## src/rtl/tpmem_sched.sv

```systemverilog
// tpmem_sched: round-robin frame scheduler that feeds a 6x6 transpose memory.
// Takes 6 row beats from the granted requester, appends 2 zero pad beats, then
// keeps the memory enable low for the 8-cycle column read-out.
module tpmem_sched #(
  parameter int BW = 12
) (
  input  logic            i_clk,
  input  logic            i_Reset,
  input  logic            i_a_valid,
  input  logic [6*BW-1:0] i_a_data,
  output logic            o_a_ready,
  input  logic            i_b_valid,
  input  logic [6*BW-1:0] i_b_data,
  output logic            o_b_ready,
  output logic [6*BW-1:0] o_mem_data,
  output logic            o_mem_en,
  output logic            o_col_owner,
  output logic            o_busy,
  output logic            o_frame_done,
  output logic [7:0]      o_cnt_a,
  output logic [7:0]      o_cnt_b
);

  typedef enum logic [1:0] {IDLE, LOAD, PAD, DRAIN} state_t;

  state_t          state;
  state_t          state_nxt;
  logic [2:0]      cnt;
  logic            grant;
  logic            last_grant;
  logic            grant_nxt;
  logic            any_valid;
  logic            accept;
  logic [6*BW-1:0] beat;

  // State register
  always_ff @(posedge i_clk) begin
    if (!i_Reset) begin
      state <= IDLE;
    end else begin
      state <= state_nxt;
    end
  end

  // Next-state, arbitration and handshake decode; readies are masked while in reset
  always_comb begin
    state_nxt = state;
    any_valid = i_a_valid | i_b_valid;
    grant_nxt = (i_a_valid & i_b_valid) ? ~last_grant : i_b_valid;
    o_a_ready = 1'b0;
    o_b_ready = 1'b0;
    if (i_Reset && (state == LOAD)) begin
      o_a_ready = ~grant;
      o_b_ready = grant;
    end
    accept = (o_a_ready & i_a_valid) | (o_b_ready & i_b_valid);
    beat   = grant ? i_b_data : i_a_data;
    o_busy = (state != IDLE);
    case (state)
      IDLE:    if (any_valid) state_nxt = LOAD;
      LOAD:    if (accept && (cnt == 3'd5)) state_nxt = PAD;
      PAD:     if (cnt == 3'd1) state_nxt = DRAIN;
      DRAIN:   if (cnt == 3'd7) state_nxt = IDLE;
      default: state_nxt = IDLE;
    endcase
  end

  // Phase counter, grant bookkeeping, memory drive and frame statistics
  always_ff @(posedge i_clk) begin
    if (!i_Reset) begin
      cnt          <= 3'd0;
      grant        <= 1'b0;
      last_grant   <= 1'b1;
      o_mem_data   <= '0;
      o_mem_en     <= 1'b0;
      o_col_owner  <= 1'b0;
      o_frame_done <= 1'b0;
      o_cnt_a      <= 8'd0;
      o_cnt_b      <= 8'd0;
    end else begin
      o_mem_en     <= 1'b0;
      o_frame_done <= 1'b0;
      case (state)
        IDLE: begin
          cnt <= 3'd0;
          if (any_valid) grant <= grant_nxt;
        end
        LOAD: begin
          if (accept) begin
            o_mem_data <= beat;
            o_mem_en   <= 1'b1;
            cnt        <= (cnt == 3'd5) ? 3'd0 : cnt + 3'd1;
          end
        end
        PAD: begin
          o_mem_data <= '0;
          o_mem_en   <= 1'b1;
          if (cnt == 3'd1) begin
            cnt         <= 3'd0;
            o_col_owner <= grant;
          end else begin
            cnt <= cnt + 3'd1;
          end
        end
        DRAIN: begin
          cnt <= cnt + 3'd1;
          if (cnt == 3'd6) o_frame_done <= 1'b1;
          if (cnt == 3'd7) begin
            cnt        <= 3'd0;
            last_grant <= grant;
            if (grant) o_cnt_b <= o_cnt_b + 8'd1;
            else       o_cnt_a <= o_cnt_a + 8'd1;
          end
        end
        default: cnt <= 3'd0;
      endcase
    end
  end

endmodule

```

## config.mk

```make
export PLATFORM = sky130hd
export DESIGN_NAME = tpmem_sched
export DESIGN_NICKNAME = d
export VERILOG_FILES = /design/src/rtl/tpmem_sched.sv
export SDC_FILE = /design/constraint.sdc
export NUM_CORES = 1
export LEC_CHECK = 0
export ABC_AREA = 1
export ABC_CLOCK_PERIOD_IN_PS = 4100
export CAP_MARGIN = 0
export CORE_MARGIN = 2
export CORE_UTILIZATION = 44
export DETAILED_ROUTE_END_ITERATION = 10
export PLACE_DENSITY_LB_ADDON = 0.15
export SETUP_SLACK_MARGIN = 0.5
export SLEW_MARGIN = 20
export SYNTH_ARGS = -nofsm -noshare
export SYNTH_HDL_FRONTEND = slang
export SYNTH_SLANG_ARGS = --single-unit
```

## constraint.sdc

```tcl
create_clock -name i_clk -period 4.1 [get_ports i_clk]
set_clock_uncertainty 0.1 [all_clocks]
set_input_delay 0.82 -clock i_clk [delete_from_list [all_inputs] [get_ports i_clk]]
set_output_delay 0.82 -clock i_clk [all_outputs]
set_load 0.05 [all_outputs]
```

Word-level counts from Yosys, hierarchy flattened
Cells that the tools add are included.
{ "word_totals": {"in_bits": 148, "out_inout_bits": 94, "wordCells": 64, "regBits": 98} }
{ "classes": {"eq_ne": 12, "n_reduce_logical": 13, "n_mux": 19, "n_bitwise": 7, "n_addsub": 3} }
{ "op_table": {"columns": ["cell", "n"], "rows": [
  ["72-bit two-way mux", 2],
  ["72-bit case mux with 2 select lines", 1],
  ["8-bit by 1-bit adder with 8-bit output, second input constant", 2],
  ["3-bit two-way mux", 4],
  ["3-bit case mux with 4 select lines", 1],
  ["2-bit AND reduction", 5],
  ["3-bit == test, second input constant", 3],
  ["2-bit two-way mux", 4],
  ["2-bit inequality test, second input constant", 4],
  ["2-bit case mux with 4 select lines", 1],
  ["3-bit AND reduction", 2],
  ["1-bit two-way mux", 5],
  ["2-bit == test, second input constant", 2],
  ["4-bit AND reduction", 1],
  ["2-bit nonzero test", 2],
  ["3-bit by 1-bit adder with 3-bit output, second input constant", 1],
  ["1-bit bitwise AND", 3],
  ["3-bit by 1-bit == test with 1-bit output, second input constant", 1],
  ["2-bit by 1-bit == test with 1-bit output, second input constant", 1],
  ["1-bit logical AND", 2],
  ["2-bit zero test", 1],
  ["2-bit by 1-bit inequality test with 1-bit output, second input constant", 1],
  ["1-bit NOT", 2],
  ["1-bit OR", 2],
  ["1-bit case mux with 2 select lines", 1]
]} }

Depth between registers and ports, before layout
Gate-level depths: netlist of the first run.
{ "depth": {"ltp_word": 8, "mapped_depth": 11, "ltp_nobuf": 11} }

Worst setup path after synthesis of the first run
Ideal clock, no wire load.
{ "synth_timing": {"path_kind": "input to output", "from": "input port i_Reset", "to": "output port o_a_ready", "path_buffers": 1, "t_required_ns": 3.180, "cell_stages": 3, "arrival_ns": 2.280, "slack_ns": 0.900, "path_cell_list": "buf_2 clkinv_1 nor3_1"} }
{ "synth_via": {"elab_chain_cells": 2} }
{ "synth_rtl": {"columns": ["item", "line", "text"], "rows": [
  ["from (decl)", "8", "input logic i_Reset,"],
  ["1-bit logical AND", "52", "if (i_Reset && (state == LOAD)) begin"],
  ["1-bit two-way mux", "52", null],
  ["to (decl)", "11", "output logic o_a_ready,"]
]} }
No other way between the ends.

Final worst setup path of the first run
{ "layout_timing": {"from": "register state[0]", "to": "output port o_busy"} }
{ "layout_via": {"elab_chain_cells": 1} }
{ "layout_rtl": {"columns": ["item", "line", "text"], "rows": [
  ["from (decl)", "26", "state_t state;"],
  ["from (signal assigned)", "41", "state <= state_nxt;"],
  ["2-bit nonzero test", "58", "o_busy = (state != IDLE);"],
  ["to (decl)", "18", "output logic o_busy,"]
]} }
No other way between the ends.

==> flow_summary_export.csv, run 1 <==
group,metric,value,unit
critical_path,crit_fanout,6,
sta,hold_viol,0,
cells_and_area,drive_gt1_share,10.7,%
min_path,worstHoldStart,"o_col_owner",
place,portBuffers,241,
critical_path,critical-path-top-delay-family,"buffers and inverters",
cells_and_area,multi_input_area,0.00262,mm²
min_path,holdPathEnd,"o_col_owner",
floorplan,die_w,111,µm
clock_tree,clk_pin_slew,0.06,ns
place,routabilityCongestion,0.825,
grt,grt_pass1_vias,5224,
place,post-place-cells,1025,
critical_path,cp-end-kind,"output port",
critical_path,worst_setup_path_start_kind,"flip-flop",
grt,grt.total_usage,24.5,%
clock_tree,cts_buffer_depth,2,
critical_path,r2r_cells,6,
critical_path,crit_path_top_delay_cell,"clkdlybuf4s50_1",
logic_synthesis,yosys.cell_types.count,29,
logic_synthesis,synthArstFlopShare,0,%
logic_synthesis,syn_inst,687,
power_and_ir_drop,power_density,658,mW/mm²
floorplan,initial_core_util,45.6,%
sta,worst_pin_slew,0.807,ns
cells_and_area,fillers,898,
cells_and_area,syn_to_final_growth,53.7,%
detailed_routing,post_drt_wl_per_cell,14.6,µm
critical_path,slowest_delay,0.85,ns
power_and_ir_drop,internal-power,0.00268,W
logic_synthesis,synth_warnings,0,
power_and_ir_drop,swShare,47.0,%
critical_path,r2r_end,"o_mem_data[71]",
grt,grt_overflow,0,
logic_synthesis,synth-seq-cells,98,
critical_path,cpMostUsedCell,"inv_1",
logic_synthesis,synth_area_leaders,"dfxtp_1, nor2_1, a21oi_2",
logic_synthesis,synth_seq_area_share,39.3,%
floorplan,ios,242,
sta,relSlewSlack,46.2,%
run,drv_cap,0,
grt,antenna_found_initial,0,
sta,report.final.slew_viol_count,0,
logic_synthesis,synth_top_area_share,39.3,%
grt,grt_max_degree,78,
sta,timing.fmax,335,MHz
sta,fin_crit_sh,72.9,%
sta,setup-tns-final,0,ns
clock_tree,ctsResizeCount,0,
clock_tree,htree_levels,3,
critical_path,rr_startpoint,"grant",
cells_and_area,antenna_cells,0,
logic_synthesis,syn_nets,845,
critical_path,cp_cell_sequence,"inv_1 > ha_1 > inv_1 > clkdlybuf4s50_1",
clock_tree,postCtsHoldBufs,0,
power_and_ir_drop,net-switching-power,0.00238,W
clock_tree,cts_num_sinks,98,
floorplan,die_y,111,µm
power_and_ir_drop,clock_power_share,17.8,%
clock_tree,cts-root-buf,"clkbuf_16",
critical_path,crit_arrival,2.07,ns
floorplan,fp.dieArea,0.0122,mm²
logic_synthesis,synth_area,0.00499,mm²
floorplan,coreArea,0.0109,mm²
min_path,whs_path_depth,2,
sta,finalSetupViolCount,0,
detailed_routing,firstDrtPassIters,5,
critical_path,worst-path-buf-inv,3,
logic_synthesis,synth-edff-count,0,
detailed_routing,drc_errors,0,
detailed_routing,ant_nets,0,
power_and_ir_drop,p_comb_share,55.0,%
logic_synthesis,synth_top_cell_by_area,"dfxtp_1",
grt,grt_pass1_wl,25200,µm
clock_tree,worstSkewPairLatency,0.33,ns
critical_path,required,3.18,ns
sta,rsz0062_at_grt,"false",
sta,finalCriticalPeriod,2.99,ns
cells_and_area,final_cell_mix,"clkdlybuf4s50_1, nor2_1, dfxtp_1",
cells_and_area,layout.cells.non_filler,1040,
logic_synthesis,avgSynthCellArea,7.26,µm²
cells_and_area,nets,1054,
logic_synthesis,synth_flop_cell,"dfxtp_1",
power_and_ir_drop,max-vdd-ir-drop,0.360,mV
power_and_ir_drop,power_leakage,2.95,nW
floorplan,rows,38,
place,dp_hpwl,10900,µm
power_and_ir_drop,power_frac_seq,27.2,%
critical_path,path_class,"reg2out",
status,status,"complete, no violations",
detailed_routing,avgViaCountPerCell,5.18,
detailed_routing,wirelength,15200,µm
clock_tree,post_cts_buffers,0,
clock_tree,cts_made_buffers,9,
detailed_routing,num_vias,5389,
detailed_routing,drt_iter0_drc,240,
clock_tree,cts_tree,"yes",
critical_path,r2r_slack,1.38,ns
cells_and_area,seqCellArea,0.00196,mm²
cells_and_area,final_common_cell,"clkdlybuf4s50_1",
min_path,hold_path_class,"reg2reg",
-- cell type report --
| class | count | share of cell area, % |
|---|---|---|
| multi-input combinational | 503 | 34.1 |
| sequential | 98 | 25.6 |
| timing repair buffer | 248 | 32.2 |
| clock inverter | 5 | 1.13 |
| clock buffer | 10 | 2.98 |
| inverter | 36 | 1.79 |
| tap | 140 | 2.28 |
-- sequential cells by signal, indices dropped and copies added (netlist names) --
register / cells
o_cnt_a: 8
o_mem_data: 72
cnt: 3
grant: 1
last_grant: 1
o_frame_done: 1
state: 2
o_col_owner: 1
o_cnt_b: 8
o_mem_en: 1
-- synth_stat cells, types with 8 or more instances --
master / instances
inv_1: 33
clkbuf_1: 21
a21oi_2: 60
o21ai_1: 82
buf_2: 16
o21ai_0: 74
nand4_1: 8
ha_1: 10
nor2_1: 165
nand3_1: 14
a21oi_1: 26
buf_6: 9
dfxtp_1: 98
nand2_1: 51
-- per-layer routing --
layer | GRT usage, % | vias up | routed length, µm
met5 | 0 | - | 0
met4 | 6.83 | 0 | 326
met3 | 6.15 | 25 | 1040
met2 | 45.9 | 180 | 7880
met1 | 27.4 | 2480 | 5920
li1 | - | 2704 | -
-- power groups by stage --
stage / Sequential (W) / Clock (W) / Combinational, W
6_report: 0.00138 / 0.000898 / 0.00278
5_1_grt: 0.00141 / 0.000953 / 0.00296
4_1_cts: 0.00137 / 0.000913 / 0.00278
3_5_place_dp: 0.00139 / 0 / 0.00277
3_3_place_gp: 0.00138 / 0 / 0.00273
2_1_floorplan: 0.00226 / 0 / 0.00106
-- metrics by stage --
| step | util [%] | instance area (µm²) | power (W) | hold slack, ns | worst slack [ns] |
|---|---|---|---|---|---|
| 2_1_floorplan | - | 4990 | 0.00333 | 0.333 | 0.900 |
| 3_3_place_gp | 67.3 | 7360 | 0.00411 | 0.331 | 1.23 |
| 3_5_place_dp | 67.3 | 7360 | 0.00416 | 0.340 | 1.16 |
| 4_1_cts | 70.2 | 7670 | 0.00507 | 0.349 | 1.13 |
| 5_1_grt | 70.2 | 7670 | 0.00532 | 0.400 | 1.03 |
| 6_report | 70.2 | 7670 | 0.00505 | 0.345 | 1.11 |
-- logic make-up (layout without fill, tap and decap cells) --
group | count (synthesis) | count (layout) | share of synthesized area [%]
adder cells (fa/ha/maj) | 10 | 10 | 2.51
AND/OR/NAND/NOR | 250 | 250 | 20.9
buffers and inverters | 86 | 299 | 8.35
flip-flops | 98 | 98 | 39.3
AO/OA/AOI/OAI | 243 | 243 | 28.9
-- worst register-to-register path, delay by kind of cell (launching register included) --
| kind | cells | cell delay [ns] |
|---|---|---|
| AO/OA/AOI/OAI | 2 | 0.29 |
| buffers and inverters | 2 | 1.06 |
| flip-flops | 1 | 0.35 |
| AND/OR/NAND/NOR | 2 | 0.86 |
-- worst max path at each step --
| stage | from | end | slack, ns | cells after the start |
|---|---|---|---|---|
| after detailed placement | i_a_valid | o_mem_data[55] | 1.16 | 6 |
| after floorplan | i_Reset | o_a_ready | 0.90 | 3 |
| after CTS | state[0] | o_busy | 1.13 | 4 |
| after global placement | i_a_valid | o_mem_data[50] | 1.23 | 6 |
| final | state[0] | o_busy | 1.11 | 4 |
| after global routing | state[0] | o_busy | 1.03 | 4 |
Note: power is estimated with default switching activity, not from simulation.
==> run 2, diff against run 1 <==
- ABC_CLOCK_PERIOD_IN_PS: 4100 -> 3100
- CORE_UTILIZATION: 44 -> 41
- clock period: 4.1 -> 3.1 ns (I/O delays scaled with it)
==> run 2 against run 1 <==
Against the previous run: critical path depth is the same; critical path type unchanged; clock-buffer cell count is the same; highest routed layer unchanged; cell area grew 0.62%; wire length shrank 0.86%; critical endpoint unchanged.
==> flow_summary_export.csv, run 2 (synthesized netlist as in run 1, its figures left out) <==
group,metric,value,unit
cells_and_area,syn_to_final_growth,54.7,%
detailed_routing,post_drt_wl_per_cell,14.3,µm
power_and_ir_drop,power_density,853,mW/mm²
cells_and_area,largestRegisters,"o_mem_data: 72 flops, o_cnt_a: 8 flops, o_cnt_b: 8 flops",
cells_and_area,antenna_cells,0,
sta,relSlewSlack,51.5,%
grt,grt_pass1_wl,24400,µm
grt,grt_max_degree,78,
detailed_routing,wirelength,15000,µm
cells_and_area,fillers,1065,
cells_and_area,multi_input_area,0.00262,mm²
floorplan,die_y,114,µm
floorplan,rows,40,
sta,report.final.slew_viol_count,0,
cells_and_area,nets,1056,
sta,setup-tns-final,0,ns
clock_tree,htree_levels,3,
place,portBuffers,241,
power_and_ir_drop,finalPower,0.00659,W
detailed_routing,firstDrtPassIters,4,
min_path,whs_path_depth,2,
power_and_ir_drop,max-vdd-ir-drop,0.474,mV
sta,hold_viol,0,
sta,worst_pin_slew,0.728,ns
grt,antenna_found_initial,0,
clock_tree,cts_num_sinks,98,
place,dp_hpwl,10900,µm
grt,grt_overflow,0,
detailed_routing,avgViaCountPerCell,5.04,
run,drv_cap,0,
critical_path,crit_arrival,1.79,ns
place,post-place-cells,1034,
status,status,"complete, no violations",
place,placed_area,0.00743,mm²
detailed_routing,drt_iter0_drc,302,
sta,finalSetupViolCount,0,
cells_and_area,design_area,0.00772,mm²
cells_and_area,layout.cells.non_filler,1050,
sta,timing.fmax,399,MHz
floorplan,die_w,114,µm
critical_path,cp-end-kind,"output port",
critical_path,crit_fanout,6,
clock_tree,worstSkewPairLatency,0.35,ns
floorplan,initial_core_util,41.7,%
clock_tree,cts_tree,"yes",
critical_path,path_class,"reg2out",
floorplan,fp.dieArea,0.0131,mm²
cells_and_area,seqCellArea,0.00196,mm²
clock_tree,cts-root-buf,"clkbuf_16",
place,routabilityCongestion,0.816,
detailed_routing,drc_errors,0,
sta,whs,0.365,ns
detailed_routing,num_vias,5292,
grt,grt_pass1_vias,5170,
cells_and_area,drive_gt1_share,11.2,%
clock_tree,cts_made_buffers,9,
min_path,hold_path_class,"reg2reg",
sta,finalCriticalPeriod,2.51,ns
grt,grt.total_usage,23.2,%
cells_and_area,regMostFlops,"o_mem_data",
floorplan,ios,242,
floorplan,coreArea,0.0120,mm²
sta,fin_crit_sh,80.8,%
cells_and_area,final_common_cell,"clkdlybuf4s50_1",
sta,rsz0062_at_grt,"true",
clock_tree,clk_pin_slew,0.06,ns
power_and_ir_drop,power_leakage,2.95,nW
critical_path,r2r_cells,6,
critical_path,required,2.38,ns
cells_and_area,largest_reg_flops,72,
clock_tree,cts_buffer_depth,2,
critical_path,worst_setup_path_start_kind,"flip-flop",
cells_and_area,final_cell_mix,"clkdlybuf4s50_1, nor2_1, dfxtp_1",
detailed_routing,ant_nets,0,
[run 2: worst max-delay path, stage by stage (launching register included)]
cell and delay [ns]:
dfxtp_1 0.36, inv_1 0.09, ha_1 0.25, inv_1 0.18, dlygate4sd2_1 0.56
[run 2: area by class of cell]
cell class | count | share of cell area [%]
tap | 147 | 2.38
timing repair buffer | 250 | 32.8
clock buffer | 10 | 3.10
multi-input combinational | 503 | 33.9
clock inverter | 6 | 0.551
inverter | 36 | 1.78
sequential | 98 | 25.4
[run 2: final timing paths]
path               start        endpoint  slack (ns)
max             state[0]          o_busy        0.59
min reg2reg  o_col_owner     o_col_owner        0.36
max reg2reg        grant  o_mem_data[57]        0.88
min          o_col_owner     o_col_owner        0.36
[run 2: per-stage QoR]
step / utilization [%] / worst slack [ns]
after CTS: 64.5 / 0.586
after floorplan: - / 0.300
after detailed placement: 62.1 / 0.643
after global routing: 64.6 / 0.494
final: 64.6 / 0.594
after global placement: 62.1 / 0.699
[run 2: timing repair]
item / CTS / global route
hold buffers: 0 / 0
pin swaps: 0 / 0
buffers inserted: 0 / 0
hold endpoints to repair: 0 / 0
gates resized for setup: 1 / 2
endpoints found under the setup margin: 1 / 13
[run 2: power by group]
group	leakage [nW]	total [W]	internal (W)	switching, W
clock	0.134	0.00105	0.000566	0.000485
combinational	2.02	0.00372	0.00125	0.00247
sequential	0.802	0.00182	0.00162	0.000197
[run 2: metal layers]
layer	vias to the layer above	global-route usage, %	part of all wire [%]
li1	2701	-	-
met4	0	9.67	3.1
met3	33	7.52	7.4
met1	2384	26.1	40
met2	174	40.5	49
met5	-	0	0
==> run 3, diff against run 2 <==
- ABC_CLOCK_PERIOD_IN_PS: 3100 -> 2300
- CORE_UTILIZATION: 41 -> 37
- clock period: 3.1 -> 2.3 ns (I/O delays scaled with it)
==> run 3 against run 2 <==
Against the previous run: global-route usage is 1.9 points lower; largest power group unchanged; wire length increased by 7.0%; register-to-register slack worse by 0.32 ns; first-iteration DRC count down 37%; core utilization decreased by 3.0 points; clock-buffer cell count stayed put; power increased by 42%; via count grew 2.7%.
==> flow_summary_export.csv, run 3 (synthesized netlist as in run 1, its figures left out) <==
group,metric,value,unit
status,status,"complete, no violations",
sta,fin_crit_sh,80.8,%
floorplan,initial_core_util,37.8,%
clock_tree,cts_tree,"yes",
floorplan,ios,242,
clock_tree,worstSkewPairLatency,0.35,ns
floorplan,die_w,120,µm
grt,grt_pass1_vias,5137,
critical_path,crit_path_end,"o_b_ready",
sta,relSlewSlack,60.8,%
floorplan,fp.dieArea,0.0144,mm²
power_and_ir_drop,net-switching-power,0.00444,W
cells_and_area,regMostFlops,"o_mem_data",
grt,busiest_layer,"met2",
detailed_routing,firstDrtPassIters,4,
sta,setup-tns-final,0,ns
critical_path,startpoint,"state[1]",
detailed_routing,num_vias,5437,
sta,report.final.slew_viol_count,0,
cells_and_area,layout.cells.non_filler,1099,
place,dp_hpwl,11200,µm
place,routabilityCongestion,0.820,
power_and_ir_drop,internal-power,0.00489,W
floorplan,coreArea,0.0132,mm²
place,post-place-cells,1066,
grt,gr-usage-met2,38.2,%
critical_path,worst_setup_path_start_kind,"flip-flop",
critical_path,r2r_cells,9,
sta,finalSetupViolCount,0,
power_and_ir_drop,max-vdd-ir-drop,0.593,mV
grt,antenna_found_initial,0,
sta,finalCriticalPeriod,1.86,ns
critical_path,crit_fanout,3,
power_and_ir_drop,power_leakage,3.27,nW
critical_path,required,1.74,ns
floorplan,rows,42,
floorplan,die_y,120,µm
place,portBuffers,241,
grt,grt_max_degree,64,
critical_path,cp-end-kind,"output port",
min_path,hold_path_class,"reg2reg",
cells_and_area,nets,1076,
detailed_routing,ant_nets,0,
power_and_ir_drop,clock_power_share,16.4,%
cells_and_area,fillers,1191,
power_and_ir_drop,swShare,47.6,%
detailed_routing,avgViaCountPerCell,4.95,
sta,rsz0062_at_grt,"true",
grt,grt_pass1_wl,24600,µm
grt,grt.total_usage,21.3,%
detailed_routing,wirelength,16100,µm
cells_and_area,drive_gt1_share,18.9,%
grt,gr-usage-met1,24.2,%
cells_and_area,largest_reg_flops,72,
power_and_ir_drop,p_comb_share,57.0,%
detailed_routing,drc_errors,0,
sta,worst_pin_slew,0.588,ns
cells_and_area,final_common_cell,"nor2_1",
detailed_routing,post_drt_wl_per_cell,14.6,µm
critical_path,r2r_end,"o_mem_data[27]",
critical_path,path_class,"reg2out",
power_and_ir_drop,power_density,1150,mW/mm²
grt,grt_overflow,0,
clock_tree,postCtsHoldBufs,0,
cells_and_area,antenna_cells,0,
cells_and_area,final_cell_mix,"nor2_1, clkdlybuf4s50_1, dfxtp_1",
clock_tree,htree_levels,3,
cells_and_area,largestRegisters,"o_mem_data: 72 flops, o_cnt_a: 8 flops, o_cnt_b: 8 flops",
sta,hold_viol,0,
clock_tree,cts-root-buf,"clkbuf_16",
clock_tree,cts_made_buffers,9,
critical_path,rr_startpoint,"state[1]",
clock_tree,cts_buffer_depth,2,
critical_path,crit_arrival,1.30,ns
run,drv_cap,0,
critical_path,r2r_slack,0.56,ns
sta,timing.fmax,538,MHz
cells_and_area,syn_to_final_growth,62.6,%
grt,grtUsageMet3,4.85,%
power_and_ir_drop,power_frac_seq,26.5,%
clock_tree,clk_pin_slew,0.07,ns
clock_tree,cts_num_sinks,98,
detailed_routing,drt_iter0_drc,191,
-- run 3: power by group through the flow --
stage          clock network, W  logic [W]  registers, W
2_1_floorplan                 0    0.00191       0.00404
3_3_place_gp                  0    0.00500       0.00246
3_5_place_dp                  0    0.00507       0.00248
4_1_cts                 0.00157    0.00501       0.00245
5_1_grt                 0.00164    0.00565       0.00253
6_report                0.00153    0.00532       0.00247
-- run 3: critical path, cell delays in order, from the launching register on --
cell     delay, ns
dfxtp_2       0.34
inv_4         0.07
ha_4          0.12
inv_1         0.10
nor3_4        0.16
buf_12        0.16
-- run 3: per-stage QoR --
step | power [W] | hold slack, ns | setup WS (ns) | util, % | area [µm²]
after floorplan | 0.00594 | 0.331 | 0.510 | - | 5020
after global placement | 0.00746 | 0.341 | 0.252 | 57.0 | 7520
after detailed placement | 0.00755 | 0.352 | 0.222 | 57.0 | 7520
after CTS | 0.00904 | 0.376 | 0.349 | 60.1 | 7930
after global routing | 0.00983 | 0.388 | 0.361 | 61.5 | 8120
final | 0.00933 | 0.363 | 0.441 | 61.5 | 8120
-- run 3: routing by layer --
layer / up-vias / wire [µm]
li1: 2754 / -
met1: 2494 / 6500
met2: 161 / 8080
met3: 28 / 1050
met4: 0 / 450
met5: - / 0
-- run 3: cell type report --
class,instances,area [µm²],area share (%)
Timing Repair Buffer,270,2760,34.0
Multi-Input combinational cell,503,2710,33.4
Sequential cell,98,1970,24.3
Clock buffer,10,239,2.94
Tap cell,176,220,2.71
Inverter,36,154,1.90
Clock inverter,6,65.1,0.801
-- run 3: how the worst min path moves through the flow --
stage | startpoint | end | slack, ns | cells after the start
after floorplan | last_grant | last_grant | 0.33 | 2
after global placement | o_col_owner | o_col_owner | 0.34 | 2
after detailed placement | o_col_owner | o_col_owner | 0.35 | 2
after CTS | o_col_owner | o_col_owner | 0.38 | 2
after global routing | o_col_owner | o_col_owner | 0.39 | 2
final | o_col_owner | o_col_owner | 0.36 | 2
-- run 3: what timing repair did --
| action | 4_1_cts | 5_1_grt |
|---|---|---|
| gates resized for setup | 167 | 80 |
| endpoints found under the setup margin | 172 | 132 |
| endpoints found under the hold margin | 0 | 0 |
| gates cloned | 2 | 4 |
| pin swaps | 3 | 6 |
| setup buffers | 4 | 7 |
